**config.mk**
```make
export PLATFORM = sky130hd
export DESIGN_NAME = team_06_adc_i2s_rx
export DESIGN_NICKNAME = d
export VERILOG_FILES = /design/src/rtl/team_06_pkg.sv /design/src/rtl/team_06_i2s_clkgen.sv /design/src/rtl/team_06_adc_i2s_rx.sv
export SDC_FILE = /design/constraint.sdc
export NUM_CORES = 1
export LEC_CHECK = 0
export ABC_AREA = 1
export BUFFER_PORTS_ARGS = -buffer_cell sky130_fd_sc_hd__buf_2
export CORE_AREA = 2 2 61 63
export CTS_CLUSTER_DIAMETER = 50
export CTS_CLUSTER_SIZE = 20
export DETAILED_ROUTE_END_ITERATION = 12
export DIE_AREA = 0 0 63 65
export PLACE_DENSITY = 0.71
export SYNTH_ARGS = -nofsm -noshare
export SYNTH_HDL_FRONTEND = slang
export SYNTH_HIERARCHICAL = 1
export SYNTH_SLANG_ARGS = --single-unit
```
**constraint.sdc**
```tcl
create_clock -name hwclk -period 2.2 [get_ports hwclk]
set_input_delay 0.44 -clock hwclk [delete_from_list [all_inputs] [get_ports hwclk]]
set_output_delay 0.44 -clock hwclk [all_outputs]
set_load 0.1 [all_outputs]
```
**src/rtl/team_06_pkg.sv**
```systemverilog
// Shared constants and types for the team_06 audio path.
// Slot geometry, default sample width and the sample type.
package team_06_pkg;

  localparam int I2S_SLOTS    = 32;
  localparam int SLOT_W       = $clog2(I2S_SLOTS);
  localparam int SAMPLE_W_DEF = 16;

  typedef logic signed [SAMPLE_W_DEF-1:0] sample_t;

  // Slot lies in the captured window 1..last (slot 0 is the delay bit).
  function automatic logic in_window(
    input logic [SLOT_W-1:0] slot,
    input logic [SLOT_W-1:0] last
  );
    return (slot != '0) && (slot <= last);
  endfunction

endpackage

```
**src/rtl/team_06_i2s_clkgen.sv**
```systemverilog
// I2S master clock generator: bit clock, word select, slot counter.
// Ports: hwclk_i, clr_i (sync clear) -> i2sclk_o, ws_o, bit_cnt_o, rise_o, fall_o, half_end_o.
module team_06_i2s_clkgen
  import team_06_pkg::*;
#(
  parameter int CLK_DIV = 4
) (
  input  logic              hwclk_i,
  input  logic              clr_i,
  output logic              i2sclk_o,
  output logic              ws_o,
  output logic [SLOT_W-1:0] bit_cnt_o,
  output logic              rise_o,
  output logic              fall_o,
  output logic              half_end_o
);

  localparam int DW = $clog2(CLK_DIV);
  localparam logic [DW-1:0] DIV_MAX = DW'(CLK_DIV - 1);
  localparam logic [SLOT_W-1:0] SLOT_MAX = SLOT_W'(I2S_SLOTS - 1);

  logic [DW-1:0]     div_q, div_d;
  logic              clk_q, clk_d;
  logic              ws_q, ws_d;
  logic [SLOT_W-1:0] bit_q, bit_d;
  logic              tick;

  assign tick       = (div_q == DIV_MAX);
  assign rise_o     = tick & ~clk_q;
  assign fall_o     = tick & clk_q;
  assign half_end_o = fall_o & (bit_q == SLOT_MAX);

  always_comb begin
    div_d = tick ? '0 : div_q + DW'(1);
    clk_d = clk_q ^ tick;
    bit_d = fall_o ? bit_q + SLOT_W'(1) : bit_q;
    ws_d  = ws_q ^ half_end_o;
  end

  always_ff @(posedge hwclk_i) begin
    if (clr_i) begin
      div_q <= '0;
      clk_q <= 1'b0;
      ws_q  <= 1'b0;
      bit_q <= '0;
    end else begin
      div_q <= div_d;
      clk_q <= clk_d;
      ws_q  <= ws_d;
      bit_q <= bit_d;
    end
  end

  assign i2sclk_o  = clk_q;
  assign ws_o      = ws_q;
  assign bit_cnt_o = bit_q;

endmodule

```
**src/rtl/team_06_adc_i2s_rx.sv**
```systemverilog
// I2S master receiver: left-channel capture into a 1-deep valid/ready register.
// Ports: hwclk, reset, en, adc_serial_in, sample_ready -> i2sclk, wsADC, sample_out, sample_valid, overrun.
module team_06_adc_i2s_rx
  import team_06_pkg::*;
#(
  parameter int CLK_DIV  = 4,
  parameter int SAMPLE_W = SAMPLE_W_DEF
) (
  input  logic                hwclk,
  input  logic                reset,
  input  logic                en,
  input  logic                adc_serial_in,
  output logic                i2sclk,
  output logic                wsADC,
  output logic [SAMPLE_W-1:0] sample_out,
  output logic                sample_valid,
  input  logic                sample_ready,
  output logic                overrun
);

  localparam logic [SLOT_W-1:0] LAST = SLOT_W'(SAMPLE_W);

  logic              clr;
  logic              rise, fall, half_end;
  logic [SLOT_W-1:0] bit_cnt;
  logic              cap;

  logic [SAMPLE_W-1:0] shift_q, shift_d;
  logic [SAMPLE_W-1:0] samp_q, samp_d;
  logic                prime_q, prime_d;
  logic                done_q, done_d;
  logic                valid_q, valid_d;
  logic                ovr_q, ovr_d;

  assign clr = reset | ~en;

  team_06_i2s_clkgen #(
    .CLK_DIV (CLK_DIV)
  ) u_clkgen (
    .hwclk_i    (hwclk),
    .clr_i      (clr),
    .i2sclk_o   (i2sclk),
    .ws_o       (wsADC),
    .bit_cnt_o  (bit_cnt),
    .rise_o     (rise),
    .fall_o     (fall),
    .half_end_o (half_end)
  );

  assign cap = rise & ~wsADC & in_window(bit_cnt, LAST);

  always_comb begin
    shift_d = shift_q;
    prime_d = prime_q;
    samp_d  = samp_q;
    valid_d = valid_q;
    ovr_d   = ovr_q;
    if (cap) begin
      shift_d = (shift_q << 1) | SAMPLE_W'(adc_serial_in);
    end else if (half_end & wsADC) begin
      shift_d = '0;
    end
    // The first left half after start has no real WS edge before it.
    if (half_end & ~wsADC) begin
      prime_d = 1'b1;
    end
    done_d = cap & prime_q & (bit_cnt == LAST);
    if (done_q) begin
      samp_d  = shift_q;
      valid_d = 1'b1;
      if (valid_q & ~sample_ready) begin
        ovr_d = 1'b1;
      end
    end else if (valid_q & sample_ready) begin
      valid_d = 1'b0;
    end
  end

  always_ff @(posedge hwclk) begin
    if (clr) begin
      shift_q <= '0;
      prime_q <= 1'b0;
      done_q  <= 1'b0;
      samp_q  <= '0;
      valid_q <= 1'b0;
      ovr_q   <= 1'b0;
    end else begin
      shift_q <= shift_d;
      prime_q <= prime_d;
      done_q  <= done_d;
      samp_q  <= samp_d;
      valid_q <= valid_d;
      ovr_q   <= ovr_d;
    end
  end

  assign sample_out   = samp_q;
  assign sample_valid = valid_q;
  assign overrun      = ovr_q;

endmodule

```
==> impl_metrics.csv <==
group,metric,value,unit
die,initial_core_util,52.4,%
die,core_region_area,3500,µm²
clock_tree,clk_latency,0.35,ns
global_route,grt_use_total,16.9,%
synth,syn-num-nets,218,
critical_path,worst_ep_required_time,2.49,ns
critical_path,r2r-start,"u_clkgen/bit_cnt_o[0]",
sta,setup_tns,0,ns
sta,fin_skew,0.0107,ns
job,maxCapViolCount,0,
route,vias,1389,
power_and_ir_drop,p_per_area,705,nW/µm²
finish,finalNetCount,242,
power_and_ir_drop,combPwrFrac,1.9,%
hold_path,hold_path.class,"input port to flop",
clock_tree,cts_sinks,45,
clock_tree,cts-buffers-inserted,5,
placed_design,gp_congestion,0.747,
critical_path,cp-start-kind,"flop",
power_and_ir_drop,p_sw_share,18.9,%
critical_path,endpoint_kind,"flop",
sta,final_hold_viol_count,0,
die,fp-row-count,22,
global_route,grt_max_degree,23,
synth,yosysSeqAreaShare,49.2,%
clock_tree,cts_tree,"yes",
sta,slew_headroom,67.5,%
sta,maxSlewViolCount,0,
global_route,grt_use_met3,4.86,%
die,die_x,63,µm
global_route,grtUsageMet2,27.5,%
route,ant_nets,0,
power_and_ir_drop,p_sw,0.000274,W
global_route,grt.met1_usage,21.1,%
clock_tree,cts_max_level,2,
critical_path,r2r-end,"shift_q[15]",
placed_design,io_buffers,24,
power_and_ir_drop,p_seq_share,56.3,%
finish,antennaDiodeCount,0,
die,io_pins,25,
synth,synth_top_area_share,49.2,%
route,vias_per_cell,4.96,
power_and_ir_drop,internal-power,0.00118,W
synth,syn_area,1830,µm²
synth,ys_types,26,
route,routedWlPerCell,11.4,µm
sta,setup_violations,0,
critical_path,ff2ff_path_depth,8,
global_route,grt_pass1_wl,5440,µm
synth,yosys.area.top_type,"dfxtp_1",
sta,min_period,1.79,ns
clock_tree,clockBufferDepth,2,
synth,synth_area_leaders,"dfxtp_1 (49%), nand2_1 (8.0%), a21oi_1 (7.4%)",
clock_tree,clkTransAtPathRegs,0.13,ns
synth,synth_seq_cells,45,
clock_tree,post_cts_buffers,0,
finish,fillCellCount,317,
critical_path,critPathMaxFanout,16,
power_and_ir_drop,power.share.clock,41.7,%
status,status,"completed",
synth,syn-instance-count,207,
route,drtIter0Drc,60,
clock_tree,hold_buffers,0,
power_and_ir_drop,vdd_drop_max,0.000286,V
sta,worst_pin_slew,0.491,ns
clock_tree,cts_resized,0,
die,die-area,4100,µm²
critical_path,crit_type,"flop to flop",
finish,drive_gt1_share,27.6,%
synth,avgSynthCellArea,8.85,µm²
hold_path,hold_start,"sample_ready",
sta,fmax,560,MHz
sta,timing.final.crit_share,81.2,%
finish,areaGrowthSynthToFinish,12.4,%
global_route,antenna_found_initial,0,
route,drt-total-wl,3200,µm
route,drc,0,
die,die-height,65,µm
critical_path,r2r_slack,0.41,ns
sta,holdWs,0.352,ns
global_route,grt_pass1_vias,1252,
route,drt_first_pass_iters,4,
critical_path,crit_arrival,2.08,ns
finish,layout_commonest_cell,"dfxtp_1",
placed_design,dp_hpwl,2240,µm
hold_path,whs_endpoint,"sample_valid",
finish,utilization,58.9,%
sta,rsz0062_at_grt,"false",
clock_tree,root_buffer,"clkbuf_4",
hold_path,timing.hold.worst_path_depth,4,
finish,final_cell_mix,"dfxtp_1 (45), nand2_1 (39), a21oi_1 (27)",
global_route,grt-busiest-layer,"met2",
global_route,gr-total-overflow,0,
power_and_ir_drop,p_leak,0.772,nW
synth,yosysWarningCount,6,
## power groups by stage
stage          combinational [W]  clock (W)  sequential, W
2_1_floorplan          0.0000179          0       0.000836
3_3_place_gp           0.0000280          0       0.000835
3_5_place_dp           0.0000283          0       0.000835
4_1_cts                0.0000283   0.000625       0.000817
5_1_grt                0.0000313   0.000668       0.000818
6_report               0.0000280   0.000605       0.000817
## layer usage
| layer | wire length [µm] | up-vias | part of all wire (%) |
|---|---|---|---|
| met5 | 0 | - | 0 |
| li1 | - | 740 | - |
| met2 | 1480 | 29 | 46 |
| met1 | 1560 | 618 | 49 |
| met3 | 142 | 2 | 4.4 |
| met4 | 19 | 0 | 0.59 |
## metrics by stage
step	cells	total power (W)	setup WS, ns	area [µm²]
final	280	0.00145	0.413	2060
after global routing	280	0.00152	0.287	2060
after CTS	280	0.00147	0.414	2060
after detailed placement	272	0.000864	0.489	1960
after global placement	272	0.000863	0.521	1960
after floorplan	207	0.000854	0.109	1830
## cell type report
cell class                 instances  area [µm²]  share of cell area (%)
multi-input combinational        141         803                    39.0
clock buffer                       5        37.5                    1.82
inverter                           9        33.8                    1.64
sequential                        45         901                    43.8
timing repair buffer              29         158                    7.66
clock inverter                     3        65.1                    3.16
tap                               48        60.1                    2.92
## worst max-delay path by stage
stage | startpoint | to | cells past startpoint
floorplan | u_clkgen/i2sclk_o | shift_q[15] | 8
global placement | u_clkgen/bit_cnt_o[2] | shift_q[0] | 6
detailed placement | u_clkgen/bit_cnt_o[0] | shift_q[15] | 8
CTS | u_clkgen/bit_cnt_o[0] | shift_q[9] | 8
global route | u_clkgen/bit_cnt_o[0] | shift_q[11] | 8
finish | u_clkgen/bit_cnt_o[0] | shift_q[15] | 8
## state kept, by name (all words and copies together) (netlist names)
name and flops:
u_clkgen/i2sclk_o 1, sample_valid 1, overrun 1, done_q 1, sample_out 16, prime_q 1, u_clkgen/div_q 2, shift_q 16
u_clkgen/ws_o 1, u_clkgen/bit_cnt_o 5
## logic make-up (layout without fill, tap and decap cells)
group	Yosys count	count (layout)	synth area share, %
flops	45	45	49.2
fa+ha+maj	6	6	4.10
simple gates	94	94	26.3
xor+xnor	1	1	0.478
buf+inv	21	46	6.97
compound gates	40	40	13.0
## Yosys cell counts, drive strengths merged
library cell and count:
a21oi 37, and3 1, buf 12, dfxtp 45
ha 6, inv 9, nand2 43, nand3 34
nor2 12, nor3 2, nor3b 1, nor4 1
o21ai 3, xor2 1
## critical path, stage by stage, from the launching register on
cell and delay, ns:
dfxtp_1 0.37, ha_1 0.24, and3_1 0.19, ha_1 0.17, nand2_1 0.11, inv_1 0.07
nand2_2 0.30, nand3_1 0.15, a21oi_2 0.12
(Power assumes the default switching activity.)
